`src/rtl/ram_port_arbiter.sv`:
```
// ram_port_arbiter: lets two requesters share one RAM port. Each access is a
// fixed-length read or write strobe, followed by a one-cycle release before
// the port returns to idle. Under contention the requester that was not
// served last wins. All outputs come straight from registers.
module ram_port_arbiter #(
    parameter int ADDRW         = 8,
    parameter int DATAW         = 16,
    parameter int ACCESS_CYCLES = 2
) (
    input  logic             clk,
    input  logic             resetn,
    input  logic             r0_req,
    input  logic             r0_write,
    input  logic [ADDRW-1:0] r0_addr,
    input  logic [DATAW-1:0] r0_wdata,
    output logic             r0_ack,
    output logic [DATAW-1:0] r0_rdata,
    input  logic             r1_req,
    input  logic             r1_write,
    input  logic [ADDRW-1:0] r1_addr,
    input  logic [DATAW-1:0] r1_wdata,
    output logic             r1_ack,
    output logic [DATAW-1:0] r1_rdata,
    output logic [ADDRW-1:0] addressbus,
    output logic [DATAW-1:0] toram,
    input  logic [DATAW-1:0] fromram,
    output logic             read,
    output logic             write,
    output logic             busy,
    output logic             owner
);
    localparam logic [1:0] S_IDLE    = 2'd0;
    localparam logic [1:0] S_ACCESS  = 2'd1;
    localparam logic [1:0] S_RELEASE = 2'd2;

    logic [1:0]       state_q, state_d;
    logic [3:0]       cnt_q, cnt_d;
    logic             last_q, last_d;
    logic             own_q, own_d;
    logic             busy_q, busy_d;
    logic             rd_q, rd_d;
    logic             wr_q, wr_d;
    logic             ack0_q, ack0_d;
    logic             ack1_q, ack1_d;
    logic [ADDRW-1:0] addr_q, addr_d;
    logic [DATAW-1:0] toram_q, toram_d;
    logic [DATAW-1:0] rdata0_q, rdata0_d;
    logic [DATAW-1:0] rdata1_q, rdata1_d;

    // Winner of a grant at this edge; only meaningful when a request is pending.
    logic win;
    logic win_wr;
    assign win    = (r0_req && r1_req) ? ~last_q : r1_req;
    assign win_wr = win ? r1_write : r0_write;

    // Next-state logic for the IDLE -> ACCESS -> RELEASE sequence.
    always_comb begin
        state_d  = state_q;
        cnt_d    = cnt_q;
        last_d   = last_q;
        own_d    = own_q;
        busy_d   = busy_q;
        rd_d     = rd_q;
        wr_d     = wr_q;
        ack0_d   = ack0_q;
        ack1_d   = ack1_q;
        addr_d   = addr_q;
        toram_d  = toram_q;
        rdata0_d = rdata0_q;
        rdata1_d = rdata1_q;
        case (state_q)
            S_IDLE: begin
                if (r0_req || r1_req) begin
                    own_d   = win;
                    busy_d  = 1'b1;
                    cnt_d   = 4'(ACCESS_CYCLES - 1);
                    addr_d  = win ? r1_addr : r0_addr;
                    // Data bus only carries the requester's word on writes.
                    toram_d = win_wr ? (win ? r1_wdata : r0_wdata) : '0;
                    rd_d    = ~win_wr;
                    wr_d    = win_wr;
                    state_d = S_ACCESS;
                end
            end
            S_ACCESS: begin
                if (cnt_q == 4'd0) begin
                    if (rd_q) begin
                        if (own_q) rdata1_d = fromram;
                        else       rdata0_d = fromram;
                    end
                    if (own_q) ack1_d = 1'b1;
                    else       ack0_d = 1'b1;
                    rd_d    = 1'b0;
                    wr_d    = 1'b0;
                    toram_d = '0;
                    last_d  = own_q;
                    state_d = S_RELEASE;
                end else begin
                    cnt_d = cnt_q - 4'd1;
                end
            end
            S_RELEASE: begin
                ack0_d  = 1'b0;
                ack1_d  = 1'b0;
                addr_d  = '0;
                busy_d  = 1'b0;
                state_d = S_IDLE;
            end
            default: state_d = S_IDLE;
        endcase
    end

    // State registers; reset aborts any access in flight.
    always_ff @(posedge clk or negedge resetn) begin
        if (!resetn) begin
            state_q  <= S_IDLE;
            cnt_q    <= '0;
            last_q   <= 1'b1;
            own_q    <= 1'b0;
            busy_q   <= 1'b0;
            rd_q     <= 1'b0;
            wr_q     <= 1'b0;
            ack0_q   <= 1'b0;
            ack1_q   <= 1'b0;
            addr_q   <= '0;
            toram_q  <= '0;
            rdata0_q <= '0;
            rdata1_q <= '0;
        end else begin
            state_q  <= state_d;
            cnt_q    <= cnt_d;
            last_q   <= last_d;
            own_q    <= own_d;
            busy_q   <= busy_d;
            rd_q     <= rd_d;
            wr_q     <= wr_d;
            ack0_q   <= ack0_d;
            ack1_q   <= ack1_d;
            addr_q   <= addr_d;
            toram_q  <= toram_d;
            rdata0_q <= rdata0_d;
            rdata1_q <= rdata1_d;
        end
    end

    assign addressbus = addr_q;
    assign toram      = toram_q;
    assign read       = rd_q;
    assign write      = wr_q;
    assign busy       = busy_q;
    assign owner      = own_q;
    assign r0_ack     = ack0_q;
    assign r1_ack     = ack1_q;
    assign r0_rdata   = rdata0_q;
    assign r1_rdata   = rdata1_q;
endmodule
```
`config.mk`:
```
export PLATFORM = sky130hd
export DESIGN_NAME = ram_port_arbiter
export DESIGN_NICKNAME = d
export VERILOG_FILES = /design/src/rtl/ram_port_arbiter.sv
export SDC_FILE = /design/constraint.sdc
export NUM_CORES = 1
export LEC_CHECK = 0
export BUFFER_PORTS_ARGS = -buffer_cell sky130_fd_sc_hd__buf_2
export CAP_MARGIN = 10
export CELL_PAD_IN_SITES_DETAIL_PLACEMENT = 0
export CELL_PAD_IN_SITES_GLOBAL_PLACEMENT = 1
export CORE_UTILIZATION = 37
export CTS_CLUSTER_SIZE = 16
export DETAILED_ROUTE_END_ITERATION = 8
export GPL_ROUTABILITY_DRIVEN = 0
export GPL_TIMING_DRIVEN = 1
export PLACE_DENSITY_LB_ADDON = 0.1
export RECOVER_POWER = 100
export SYNTH_ARGS = -nofsm -noshare
export SYNTH_HDL_FRONTEND = slang
export SYNTH_SLANG_ARGS = --single-unit
```
`constraint.sdc`:
```
create_clock -name clk -period 2.21 [get_ports clk]
set_clock_uncertainty 0.15 [all_clocks]
set_input_delay 0.3315 -clock clk [delete_from_list [all_inputs] [get_ports clk]]
set_output_delay 0.3315 -clock clk [all_outputs]
set_load 0.01 [all_outputs]
```
==> results.sh <==
export IMPL_worst_pin_slew_ps=918
export IMPL_tns_ps=0
export IMPL_reg2reg_slack_ps=150
export IMPL_drc=0
export IMPL_rsz0062_at_grt="no"
export IMPL_dpl_worst_slack_ps=92.6
export IMPL_dr_wl_met3_um=504
export IMPL_wl_mm=6.71
export IMPL_clockBufferDepth=2
export IMPL_synth_cell_types=36
export IMPL_grt_pass1_vias=2161
export IMPL_cts_tree="built"
export IMPL_critPathRequiredTime_ps=2270
export IMPL_areaGrowthSynthToFinish_pct=28.8
export IMPL_post_route_util=0.500
export IMPL_core_um2=7850
export IMPL_fin_ws_ps=150
export IMPL_endpoint_kind="flip-flop"
export IMPL_slew_viol_final=0
export IMPL_yosys_warnings=0
export IMPL_yosysSeqAreaShare=0.567
export IMPL_place_area_um2=3830
export IMPL_finalCritPeriodShare=0.932
export IMPL_power_total_mw=5.45
export IMPL_drt_met1_wl_mm=3.17
export IMPL_dp_hpwl_mm=4.74
export IMPL_critPathKind="reg2reg"
export IMPL_vias=2142
export IMPL_path_clk_slew_ps=80
export IMPL_reg2reg_depth=6
export IMPL_synthFlopType="dfrtp_1"
export IMPL_ys_ff_latch=69
export IMPL_setup_viol=0
export IMPL_grt_pass1_wl_mm=10.5
export IMPL_syn_area_um2=3050
export IMPL_synth_top_area_frac=0.558
export IMPL_antenna_left=0
export IMPL_synth_edf_count=0
export IMPL_slew_headroom=0.388
export IMPL_hold_violations=0
export IMPL_yosysMostFrequentCell="dfrtp_1"
export IMPL_clkLatencyLatePin_ps=340
export IMPL_async_reset_ff_frac=1.00
export IMPL_met2_length_mm=2.94
export IMPL_yosysTopAreaCell="dfrtp_1"
export IMPL_post_synth_inst_count=204
export IMPL_max_cap_violations=0
export IMPL_fill_cells=773
export IMPL_final_layout_size_suffix_gt1_frac=0.338
export IMPL_clockRootBuffer="clkbuf_8"
export IMPL_ir_drop_mv=0.633
export IMPL_period_needed_ps=2060
export IMPL_worstPathArrival_ps=2120
export IMPL_cts_made_buffers=9
export IMPL_stdcell_area_um2=3930
export IMPL_start_util=0.389
export IMPL_nNetsFinal=416
export IMPL_antenna_found_initial=0
export IMPL_worstSetupStartpointType="flip-flop"
export IMPL_die_w_um=92.8
export IMPL_powerDensity_nw_per_um2=1390
export IMPL_track_usage=0.157
export IMPL_top_layer="met4"
export IMPL_crit_fanout=16
export IMPL_cts_sinks=69
export IMPL_p_leak_nw=1.81
export IMPL_drt_iter0_drc=58
export IMPL_die_h_um=92.8
export IMPL_hold_ws_ps=61.8
export IMPL_syn_nets=276
export IMPL_rows=32
export IMPL_ys_top_cells_by_area="dfrtp_1, mux2_4, mux2i_1"
export IMPL_synth_common_cells="dfrtp_1, mux2i_1, o2bb2ai_1"
export IMPL_io_pins=132
export IMPL_cts_max_level=3
export IMPL_wl_per_cell_um=14.9
export IMPL_syn_area_per_cell_um2=14.9
export IMPL_diodes=0
export IMPL_first_pass_iters=3
export IMPL_fin_cells=451
export IMPL_vias_per_cell=4.75
export IMPL_grt_overflow=0
export IMPL_hold_path_class="in2reg"
export IMPL_placement_io_buffers=131
export IMPL_grt_max_degree=70
export IMPL_fmax_ghz=0.486
export IMPL_die_area_um2=8610
export IMPL_placed_cells=432
export IMPL_outcome="complete, no violations"
export IMPL_hold_depth=2
flip-flops by register name, summed over array words and instances (netlist names):
| signal | count |
|---|---|
| r1_ack | 1 |
| read | 1 |
| r0_ack | 1 |
| state_q | 2 |
| write | 1 |
| cnt_q | 4 |
| owner | 1 |
| toram | 16 |
| busy | 1 |
| addressbus | 8 |
| last_q | 1 |
| r0_rdata | 16 |
| r1_rdata | 16 |
routing by layer:
metal / up-vias / track usage
met5: - / 0
met3: 8 / 0.0427
met1: 1010 / 0.210
met4: 0 / 0.0654
met2: 86 / 0.239
li1: 1038 / -
worst paths after layout:
check / from / end
setup / recovery: cnt_q[0] / r0_rdata[8]
hold / removal: fromram[7] / r0_rdata[7]
setup reg to reg: cnt_q[0] / r0_rdata[8]
hold reg to reg: r0_ack / r0_ack
max in group asynchronous: resetn / r1_rdata[5]
min in group asynchronous: resetn / r0_rdata[7]
worst max-delay path: stages (launching register included):
cell,delay (ps)
dfrtp_1,410
inv_1,90
ha_1,150
nor3b_2,440
nand4b_4,130
buf_4,230
mux2_1,330
power breakdown:
part | total [mW] | switching (mW) | leakage (nW) | internal, mW
Sequential | 2.22 | 0.374 | 0.839 | 1.84
Clock | 1.24 | 0.463 | 0.119 | 0.778
Combinational | 1.99 | 1.10 | 0.856 | 0.888
Total | 5.45 | 1.94 | 1.81 | 3.51
cell type report:
class	instances	area (um^2)	area share
clock buffers	10	138	0.0350
clock inverters	6	110	0.0280
inverters	2	7.51	0.00191
multi-input cells	123	1170	0.299
flip-flops and latches	69	1730	0.440
well taps	102	128	0.0325
repair buffers	139	644	0.164
cell usage in the layout, fill, tap and decap left out, drive strengths merged, types with 2 or more instances in the layout:
cell,n
o2bb2ai,24
bufinv,3
nor2,4
o21ai,3
mux2,34
a21boi,2
or2,2
mux2i,26
clkbuf,73
inv,2
ha,2
nand2,4
nand3,3
clkinvlp,2
dfrtp,68
buf,75
a22o,2
nand2b,2
cell families after synthesis:
logic type      share of synthesized area
buf+inv                            0.0242
fa+ha+maj                         0.00821
mux                                 0.236
flops                               0.567
compound gates                      0.107
simple gates                       0.0587
what timing repair did:
item,CTS,global route
gates resized for setup,0,1
buffers inserted,0,2
hold buffers,1,0
endpoints found under the hold margin,68,0
endpoints found under the setup margin,0,16
Power figures use the tool's default switching activity.
